--- src/rtl/comparador_pin_pkg.sv ---
// Shared types and constants for the PIN entry/compare stage.
// Digit width, largest BCD digit and the FSM state encoding.
package comparador_pin_pkg;

  localparam int DIGITO_W   = 4;
  localparam int DIGITO_MAX = 9;

  typedef enum logic [1:0] {
    IDLE,
    COLETA,
    COMPARA
  } estado_t;

endpackage

--- src/rtl/comparador_pin_temporizador_inatividade.sv ---
// Loadable saturating down-counter with a zero flag.
// Used as the idle-time watchdog between keypad digits.
module temporizador_inatividade #(
  parameter int MAX = 255,
  parameter int W   = $clog2(MAX + 1)
) (
  input  logic         clk,
  input  logic         rst_n,
  input  logic         carrega,
  input  logic [W-1:0] valor,
  input  logic         conta,
  output logic         zero
);

  logic [W-1:0] cnt_q;
  logic [W-1:0] cnt_d;

  // next count: load wins, otherwise decrement and hold at zero
  always_comb begin
    cnt_d = cnt_q;
    if (carrega) begin
      cnt_d = valor;
    end else if (conta && (cnt_q != '0)) begin
      cnt_d = cnt_q - W'(1);
    end
  end

  // counter register with synchronous active-low reset
  always_ff @(posedge clk) begin
    if (!rst_n) begin
      cnt_q <= '0;
    end else begin
      cnt_q <= cnt_d;
    end
  end

  assign zero = (cnt_q == '0);

endmodule

--- src/rtl/comparador_pin.sv ---
// PIN entry and compare stage ahead of the attempt counter.
// Collects digits, compares on confirm, pulses erro or acerto.
module comparador_pin
  import comparador_pin_pkg::*;
#(
  parameter int N_DIGITOS = 4,
  parameter int TIMEOUT   = 255
) (
  input  logic                            clk,
  input  logic                            rst_n,
  input  logic [DIGITO_W-1:0]             digito,
  input  logic                            digito_valido,
  input  logic                            confirma,
  input  logic                            cancela,
  input  logic [DIGITO_W*N_DIGITOS-1:0]   pin_ref,
  input  logic                            bloqueio,
  output logic                            erro,
  output logic                            acerto,
  output logic [3:0]                      n_digitos,
  output logic                            ocupado
);

  localparam int BUF_W = DIGITO_W * N_DIGITOS;
  localparam int TMR_W = $clog2(TIMEOUT + 1);

  estado_t            estado_q;
  estado_t            estado_d;
  logic [BUF_W-1:0]   buffer_q;
  logic [BUF_W-1:0]   buffer_d;
  logic [3:0]         n_q;
  logic [3:0]         n_d;
  logic               erro_q;
  logic               erro_d;
  logic               acerto_q;
  logic               acerto_d;

  logic               tmr_carrega;
  logic               tmr_conta;
  logic               tmr_zero;
  logic               dig_ok;

  assign dig_ok = digito_valido &&
                  (digito <= DIGITO_W'(DIGITO_MAX));

  temporizador_inatividade #(
    .MAX (TIMEOUT),
    .W   (TMR_W)
  ) u_tmr (
    .clk     (clk),
    .rst_n   (rst_n),
    .carrega (tmr_carrega),
    .valor   (TMR_W'(TIMEOUT)),
    .conta   (tmr_conta),
    .zero    (tmr_zero)
  );

  // entry FSM next-state: priority bloqueio > cancela > confirma > digit > timeout
  always_comb begin
    estado_d    = estado_q;
    buffer_d    = buffer_q;
    n_d         = n_q;
    erro_d      = 1'b0;
    acerto_d    = 1'b0;
    tmr_carrega = 1'b0;
    tmr_conta   = 1'b0;
    unique case (estado_q)
      IDLE: begin
        if (dig_ok && !bloqueio) begin
          buffer_d    = BUF_W'(digito);
          n_d         = 4'd1;
          tmr_carrega = 1'b1;
          estado_d    = COLETA;
        end
      end
      COLETA: begin
        if (bloqueio || cancela) begin
          buffer_d = '0;
          n_d      = '0;
          estado_d = IDLE;
        end else if (confirma) begin
          estado_d = COMPARA;
        end else if (dig_ok) begin
          tmr_carrega = 1'b1;
          if (n_q < 4'(N_DIGITOS)) begin
            buffer_d = (buffer_q << DIGITO_W) | BUF_W'(digito);
            n_d      = n_q + 4'd1;
          end
        end else if (tmr_zero) begin
          buffer_d = '0;
          n_d      = '0;
          estado_d = IDLE;
        end else begin
          tmr_conta = 1'b1;
        end
      end
      COMPARA: begin
        if ((n_q == 4'(N_DIGITOS)) && (buffer_q == pin_ref)) begin
          acerto_d = 1'b1;
        end else begin
          erro_d = 1'b1;
        end
        buffer_d = '0;
        n_d      = '0;
        estado_d = IDLE;
      end
      default: begin
        buffer_d = '0;
        n_d      = '0;
        estado_d = IDLE;
      end
    endcase
  end

  // state, buffer and result pulse registers
  always_ff @(posedge clk) begin
    if (!rst_n) begin
      estado_q <= IDLE;
      buffer_q <= '0;
      n_q      <= '0;
      erro_q   <= 1'b0;
      acerto_q <= 1'b0;
    end else begin
      estado_q <= estado_d;
      buffer_q <= buffer_d;
      n_q      <= n_d;
      erro_q   <= erro_d;
      acerto_q <= acerto_d;
    end
  end

  assign erro      = erro_q;
  assign acerto    = acerto_q;
  assign n_digitos = n_q;
  assign ocupado   = (estado_q != IDLE);

endmodule

--- config.mk ---
export PLATFORM = sky130hd
export DESIGN_NAME = comparador_pin
export DESIGN_NICKNAME = d
export VERILOG_FILES = /design/src/rtl/comparador_pin_pkg.sv /design/src/rtl/comparador_pin_temporizador_inatividade.sv /design/src/rtl/comparador_pin.sv
export SDC_FILE = /design/constraint.sdc
export NUM_CORES = 1
export LEC_CHECK = 0
export CAP_MARGIN = 10
export CORE_MARGIN = 10
export CORE_UTILIZATION = 57
export CTS_BUF_LIST = sky130_fd_sc_hd__clkbuf_4 sky130_fd_sc_hd__clkbuf_8
export DETAILED_ROUTE_END_ITERATION = 8
export GPL_TIMING_DRIVEN = 0
export HOLD_SLACK_MARGIN = 0.15
export PLACE_DENSITY_LB_ADDON = 0.1
export SKIP_LAST_GASP = 1
export SYNTH_ARGS = -nofsm -noshare
export SYNTH_HDL_FRONTEND = slang
export SYNTH_SLANG_ARGS = --single-unit
--- constraint.sdc ---
create_clock -name clk -period 3.9 [get_ports clk]
set_input_delay 0.39 -clock clk [delete_from_list [all_inputs] [get_ports clk]]
set_output_delay 0.39 -clock clk [all_outputs]
set_load 0.05 [all_outputs]
==> results.md, run 1 <==
* Status: completed
* Met2 usage in global routing at 0.2646
* GR Layer Usage met1 at 0.1792
* Achievable clock frequency at 436.5 MHz
* Total detailed-routing wirelength at 4.261 mm
* Area Overhead vs Synth at 27.15%
* Post-synth ARST share at 0
* Die ar. at 5369 µm²
* CTS Sinks at 32
* Wirelength per Cell at 16.64 µm
* Total track usage at 0.1618
* Final #Nets at 254
* Syn Nets at 215
* Synth Area per Inst at 8.745 µm²
* IO Pins at 33
* Yosys warns at 0
* Register bit count reported by yosys at 32
* Reg2reg setup slack at 1.69 ns
* CTS tree: yes
* Crit-path slowest cell: nor3_1
* Final setup skew at 0.008404 ns
* Setup repair after global routing missed its margin: false
* Hold Crit Depth at 2
* Hold path start: buffer_q[15]$_SDFFE_PN0P_
* Vias in the first global route at 1,503
* HPWL after DPL at 3.282 mm
* Finished Layout Cells at 256
* Dominant cells by area after synthesis: dfxtp_1, xor2_1, nand3_1
* Placed Instances at 248
* Final Worst Setup Slack at 1.609 ns
* Rows at 19
* First-pass GRT wire length at 6.886 mm
* Layout cell share with drive strength beyond 1 at 0.08444
* Max-cap violations at 0
* Setup violators final at 0
* Worst Tran Pin Value at 0.5361 ns
* Fin. Hold Viols at 0
* Die Wd at 73.28 µm
* Util after Layout at 0.7524
* Critical path type: in2reg
* PwrDens at 350.0 nW/µm²
* Worst slack, placed at 1.324 ns
* Drt pass-1 iters at 4
* Worst path max stage delay at 0.48 ns
* Tcrit/Tclk final at 0.5874
* Maximum vdd ir drop at 0.3737 mV
* Sequential element share of the synthesized area at 0.3960
* Period minus WS final at 2.291 ns
* Synth unique cells at 39
* Vias/cell at 5.973
* Slew Viols, Final at 0
* Cts bufs inserted at 5
* Antenna cells at 0
* WHS Endpoint: buffer_q[15]$_SDFFE_PN0P_
* IO Port Bufs at 32
* R2R Path Start: u_tmr.cnt_q[0]$_SDFFE_PN0P_
* Starting Density at 0.5918
* Core area at 2734 µm²
* Gr ovfl total at 0
* CP Cell Sequence: clkdlybuf4s50_1, o21ai_1, nand2_1, nor3_1, clkbuf_1, nand2_1, o21ai_1
* Post-cts resize count at 0
* Post-synth EDFFs at 0
* Clk buf depth at 2
* Worst setup path start: digito[1]
* CP Capture Type: flip-flop
* Root Buffer: clkbuf_4
* DRC violations left at 0
* Slew HR at 0.6398
* Hold buffers post-CTS at 0
* Synth Instances at 185
* Final GP Congestion at 0.8107
* Met3 usage at 0.05653
* Crit path max fanout at 10
* Worst EP required at 4.17 ns
* Startpoint Class: primary input
* # Post-CTS Setup Buffers at 0
* FF-to-FF End: buffer_q[2]$_SDFFE_PN0P_
* Clk slew on worst S/H paths at 0.10 ns
* Synthesized area at 1618 µm²
* Ys flop type: dfxtp_1
* Final ANT Viol Nets at 0
* Pin count of the biggest net entering global routing at 11
* Top-area cell type share of the netlist area at 0.3960
* Chip height at 73.28 µm
* Synth area leader: dfxtp_1
* Worst EP arrival at 2.56 ns
* Fill cells at 204
* HP Class: reg2reg
* Setup_tns at 0 ns
* H-tree levels at 2
* DR vias at 1,529
* Initial antenna violation count at 0
* Initial DRC count at 100
* Reg2reg path depth at 8
* Worst-Skew Late Latency at 0.34 ns
* Leak at 0.7865 nW
* Busiest grt layer: met2
-- placed cells by master, fill, tap and decap left out, types with 2 or more instances in the layout --
cell             Yosys  layout
clkdlybuf4s50_1      0      32
nor3_1               3       3
nor2_1              11      11
ha_1                 4       4
buf_2                4       4
dfxtp_1             32      32
nand3_1             17      17
inv_1                8       8
nand2_1             16      16
o21ba_1              2       2
clkbuf_4             0       6
a32o_1               4       4
o21ai_1             15      15
nor4_1               4       4
o211ai_1             2       2
nor4b_1              3       3
o21ai_0              2       2
clkbuf_1             4       4
a21oi_1              8       8
xnor2_1              2       2
nand4_1              4       4
xor2_1              21      21
-- metal layers --
layer / share of wire / wire length [µm] / vias to the layer above
met2: 0.51 / 2165 / 45
met5: 0 / 0 / -
met3: 0.063 / 269 / 15
met4: 0.026 / 111 / 0
li1: - / - / 737
met1: 0.40 / 1713 / 732
-- through the flow --
| step | power, mW | cell area (µm²) | hold slack, ns |
|---|---|---|---|
| 2_1_floorplan | 0.4149 | 1618 | 0.4484 |
| 4_1_cts | 0.7171 | 2057 | 0.4824 |
| 3_3_place_gp | 0.4598 | 1977 | 0.4566 |
| 5_1_grt | 0.7402 | 2057 | 0.5088 |
| 6_report | 0.7200 | 2057 | 0.4801 |
| 3_5_place_dp | 0.4653 | 1977 | 0.4692 |
-- synth_stat cells (2+ instances only) --
library cell and n:
dfxtp_1 32, xor2_1 21, nand3_1 17, nand2_1 16, o21ai_1 15, nor2_1 11
a21oi_1 8, inv_1 8, a32o_1 4, buf_2 4, clkbuf_1 4, ha_1 4
nand4_1 4, nor4_1 4, nor3_1 3, nor4b_1 3, o211ai_1 2, o21ai_0 2
o21ba_1 2, xnor2_1 2
-- state kept, by name, indices dropped and copies added, names as in the netlist --
signal,flops
estado_q,2
n_digitos,4
acerto,1
u_tmr.cnt_q,8
buffer_q,16
erro,1
-- worst max-delay path by stage --
stage                           endpoint  slack [ns]  cells after the start
6_report        buffer_q[5]$_SDFFE_PN0P_        1.61                      7
5_1_grt        buffer_q[10]$_SDFFE_PN0P_        1.38                      7
4_1_cts         buffer_q[5]$_SDFFE_PN0P_        1.68                      7
3_5_place_dp   buffer_q[14]$_SDFFE_PN0P_        1.32                      7
3_3_place_gp    buffer_q[4]$_SDFFE_PN0P_        1.38                      6
2_1_floorplan   buffer_q[1]$_SDFFE_PN0P_        2.00                      8
-- where the power goes --
part           internal [mW]  leakage, nW  total [mW]  switching (mW)
Sequential             0.336        0.260       0.346          0.0104
Combinational         0.0541        0.481       0.113          0.0587
Clock                  0.141       0.0456       0.261           0.120
-- layout make-up --
| type | instances | area [µm²] | area share |
|---|---|---|---|
| multi-input combinational | 137 | 912.1 | 0.4434 |
| sequential | 32 | 640.6 | 0.3114 |
| timing repair buffer | 32 | 320.3 | 0.1557 |
| clock buffer | 6 | 45.04 | 0.02190 |
| tap | 31 | 38.79 | 0.01886 |
| clock inverter | 2 | 35.03 | 0.01703 |
| buffer | 8 | 35.03 | 0.01703 |
| inverter | 8 | 30.03 | 0.01460 |
-- worst max-delay path: cells and delay by family --
family	cells	cell delay (ns)
compound gates	2	0.55
buf+inv	2	0.90
simple gates	3	0.72
-- kinds of logic (layout without fill, tap and decap cells) --
kind of cell | Yosys count | in the layout | synth area share
buffers and inverters | 16 | 56 | 0.04022
muxes | 1 | 1 | 0.009278
adders and majority gates | 4 | 4 | 0.03094
xor gates and xnor gates | 23 | 23 | 0.1245
AOI/OAI and AO/OA | 41 | 41 | 0.1763
and+or+nand+nor | 68 | 68 | 0.2227
DFF | 32 | 32 | 0.3960
No activity file was read; power rests on OpenSTA's default activity.
==> inputs of run 2 (changes only) <==
--- a/config.mk
+++ b/config.mk
@@ -7,7 +7,7 @@
 export LEC_CHECK = 0
 export CAP_MARGIN = 10
 export CORE_MARGIN = 10
-export CORE_UTILIZATION = 57
+export CORE_UTILIZATION = 53
 export CTS_BUF_LIST = sky130_fd_sc_hd__clkbuf_4 sky130_fd_sc_hd__clkbuf_8
 export DETAILED_ROUTE_END_ITERATION = 8
 export GPL_TIMING_DRIVEN = 0
==> constraint.sdc (replaced) <==
create_clock -name clk -period 2.3 [get_ports clk]
set_input_delay 0.23 -clock clk [delete_from_list [all_inputs] [get_ports clk]]
set_output_delay 0.23 -clock clk [all_outputs]
set_load 0.05 [all_outputs]
==> results.md, run 2 (synthesized netlist as in run 1, its figures left out) <==
* Status: completed
* Rows at 19
* Clk slew on worst S/H paths at 0.11 ns
* Wirelength per Cell at 15.92 µm
* Worst EP arrival at 2.31 ns
* Cts bufs inserted at 5
* HP Class: in2reg
* Die ar. at 5663 µm²
* Dpl cell area at 1977 µm²
* Finished Layout Cells at 256
* Worst slack, placed at -0.07713 ns
* Levels on crit path at 6
* First-pass GRT wire length at 6.693 mm
* Vias in the first global route at 1,447
* Crit-path slowest cell: nor4_2
* Root Buffer: clkbuf_4
* Area occupied by multi-input gates at 917.1 µm²
* Total detailed-routing wirelength at 4.075 mm
* Leak at 0.7928 nW
* Initial DRC count at 100
* Chip height at 75.25 µm
* # Post-CTS Setup Buffers at 0
* Final Worst Setup Slack at 0.2281 ns
* Fill cells at 226
* Max reg flops at 16
* Drt pass-1 iters at 4
* Crit path max-delay family: compound AO/OA/AOI/OAI gates
* Most frequent cells in the layout: dfxtp_1, clkdlybuf4s50_1, xor2_1, nand3_1, nand2_1
* CTS Sinks at 32
* Critical path type: reg2reg
* CP Capture Type: flip-flop
* CP Cell Sequence: nor4_2, o211ai_1, a221o_1, buf_2, buf_2, a32o_1
* Fin. Hold Viols at 0
* H-tree levels at 2
* Worst EP required at 2.54 ns
* Layout cell share with drive strength beyond 1 at 0.09333
* Gr ovfl total at 0
* Critical Path Most Common Cell: buf_2
* Post-cts resize count at 0
* IO Port Bufs at 32
* Design Power at 1.222 mW
* Antenna cells at 0
* Initial antenna violation count at 0
* Final #Nets at 254
* Final GP Congestion at 0.8605
* Hold buffers post-CTS at 0
* Crit path max fanout at 10
* Startpoint Class: flip-flop
* Setup violators final at 0
* Die Wd at 75.25 µm
* Period minus WS final at 2.072 ns
* DRC violations left at 0
* Storage cell area at 640.6 µm²
* Design area at 2063 µm²
* Worst-Skew Late Latency at 0.34 ns
* IO Pins at 33
* Slew Viols, Final at 0
* Hold WS at 0.4797 ns
* Final setup skew at 0.008478 ns
* Pin count of the biggest net entering global routing at 11
* Tcrit/Tclk final at 0.9008
* Worst path max stage delay at 0.39 ns
* Placed Instances at 248
* HPWL after DPL at 3.108 mm
* DR vias at 1,487
* Final ANT Viol Nets at 0
* Biggest register: buffer_q
* Buf+Inv Stages, Crit Path at 2
* Slew HR at 0.6322
* Setup repair after global routing missed its margin: false
* PwrDens at 592.4 nW/µm²
* CTS tree: yes
* Achievable clock frequency at 482.6 MHz
* Max-cap violations at 0
* Vias/cell at 5.809
* Area Overhead vs Synth at 27.53%
* Starting Density at 0.5719
* Hold Crit Depth at 2
* Clk buf depth at 2
* Worst Tran Pin Value at 0.5517 ns
* Reg2reg setup slack at 0.23 ns
* Core area at 2829 µm²
* Reg2reg path depth at 6
* Total track usage at 0.1532
* Maximum vdd ir drop at 0.3214 mV
-- run 2: worst paths after layout --
path                                             endpoint                        start
worst min register to register  buffer_q[12]$_SDFFE_PN0P_    buffer_q[12]$_SDFFE_PN0P_
worst min-delay path             buffer_q[0]$_SDFFE_PN0P_                    digito[0]
worst max register to register   buffer_q[3]$_SDFFE_PN0P_  u_tmr.cnt_q[3]$_SDFFE_PN0P_
worst max-delay path             buffer_q[3]$_SDFFE_PN0P_  u_tmr.cnt_q[3]$_SDFFE_PN0P_
-- run 2: layout make-up --
class,instances,share of cell area
Tap cell,31,0.01880
Buffer,8,0.01759
Multi-Input combinational cell,137,0.4445
Timing Repair Buffer,32,0.1552
Clock inverter,2,0.01698
Clock buffer,6,0.02183
Sequential cell,32,0.3105
Inverter,8,0.01455
-- run 2: metrics by stage --
stage | setup TNS [ns] | util
3_3_place_gp | -0.6836 | 0.6988
2_1_floorplan | 0 | -
4_1_cts | 0 | 0.7271
6_report | 0 | 0.7293
5_1_grt | 0 | 0.7293
3_5_place_dp | -0.8588 | 0.6988
-- run 2: per-layer routing --
layer / global-route usage / vias up / part of all wire
met5: 0 / - / 0
met4: 0.07010 / 0 / 0.016
met3: 0.05650 / 6 / 0.047
met2: 0.2495 / 34 / 0.49
met1: 0.1757 / 712 / 0.44
li1: - / 735 / -
-- run 2: report_power, final --
group          internal, mW  switching [mW]
Sequential            0.570          0.0170
Combinational        0.0928          0.0976
Clock                 0.240           0.206
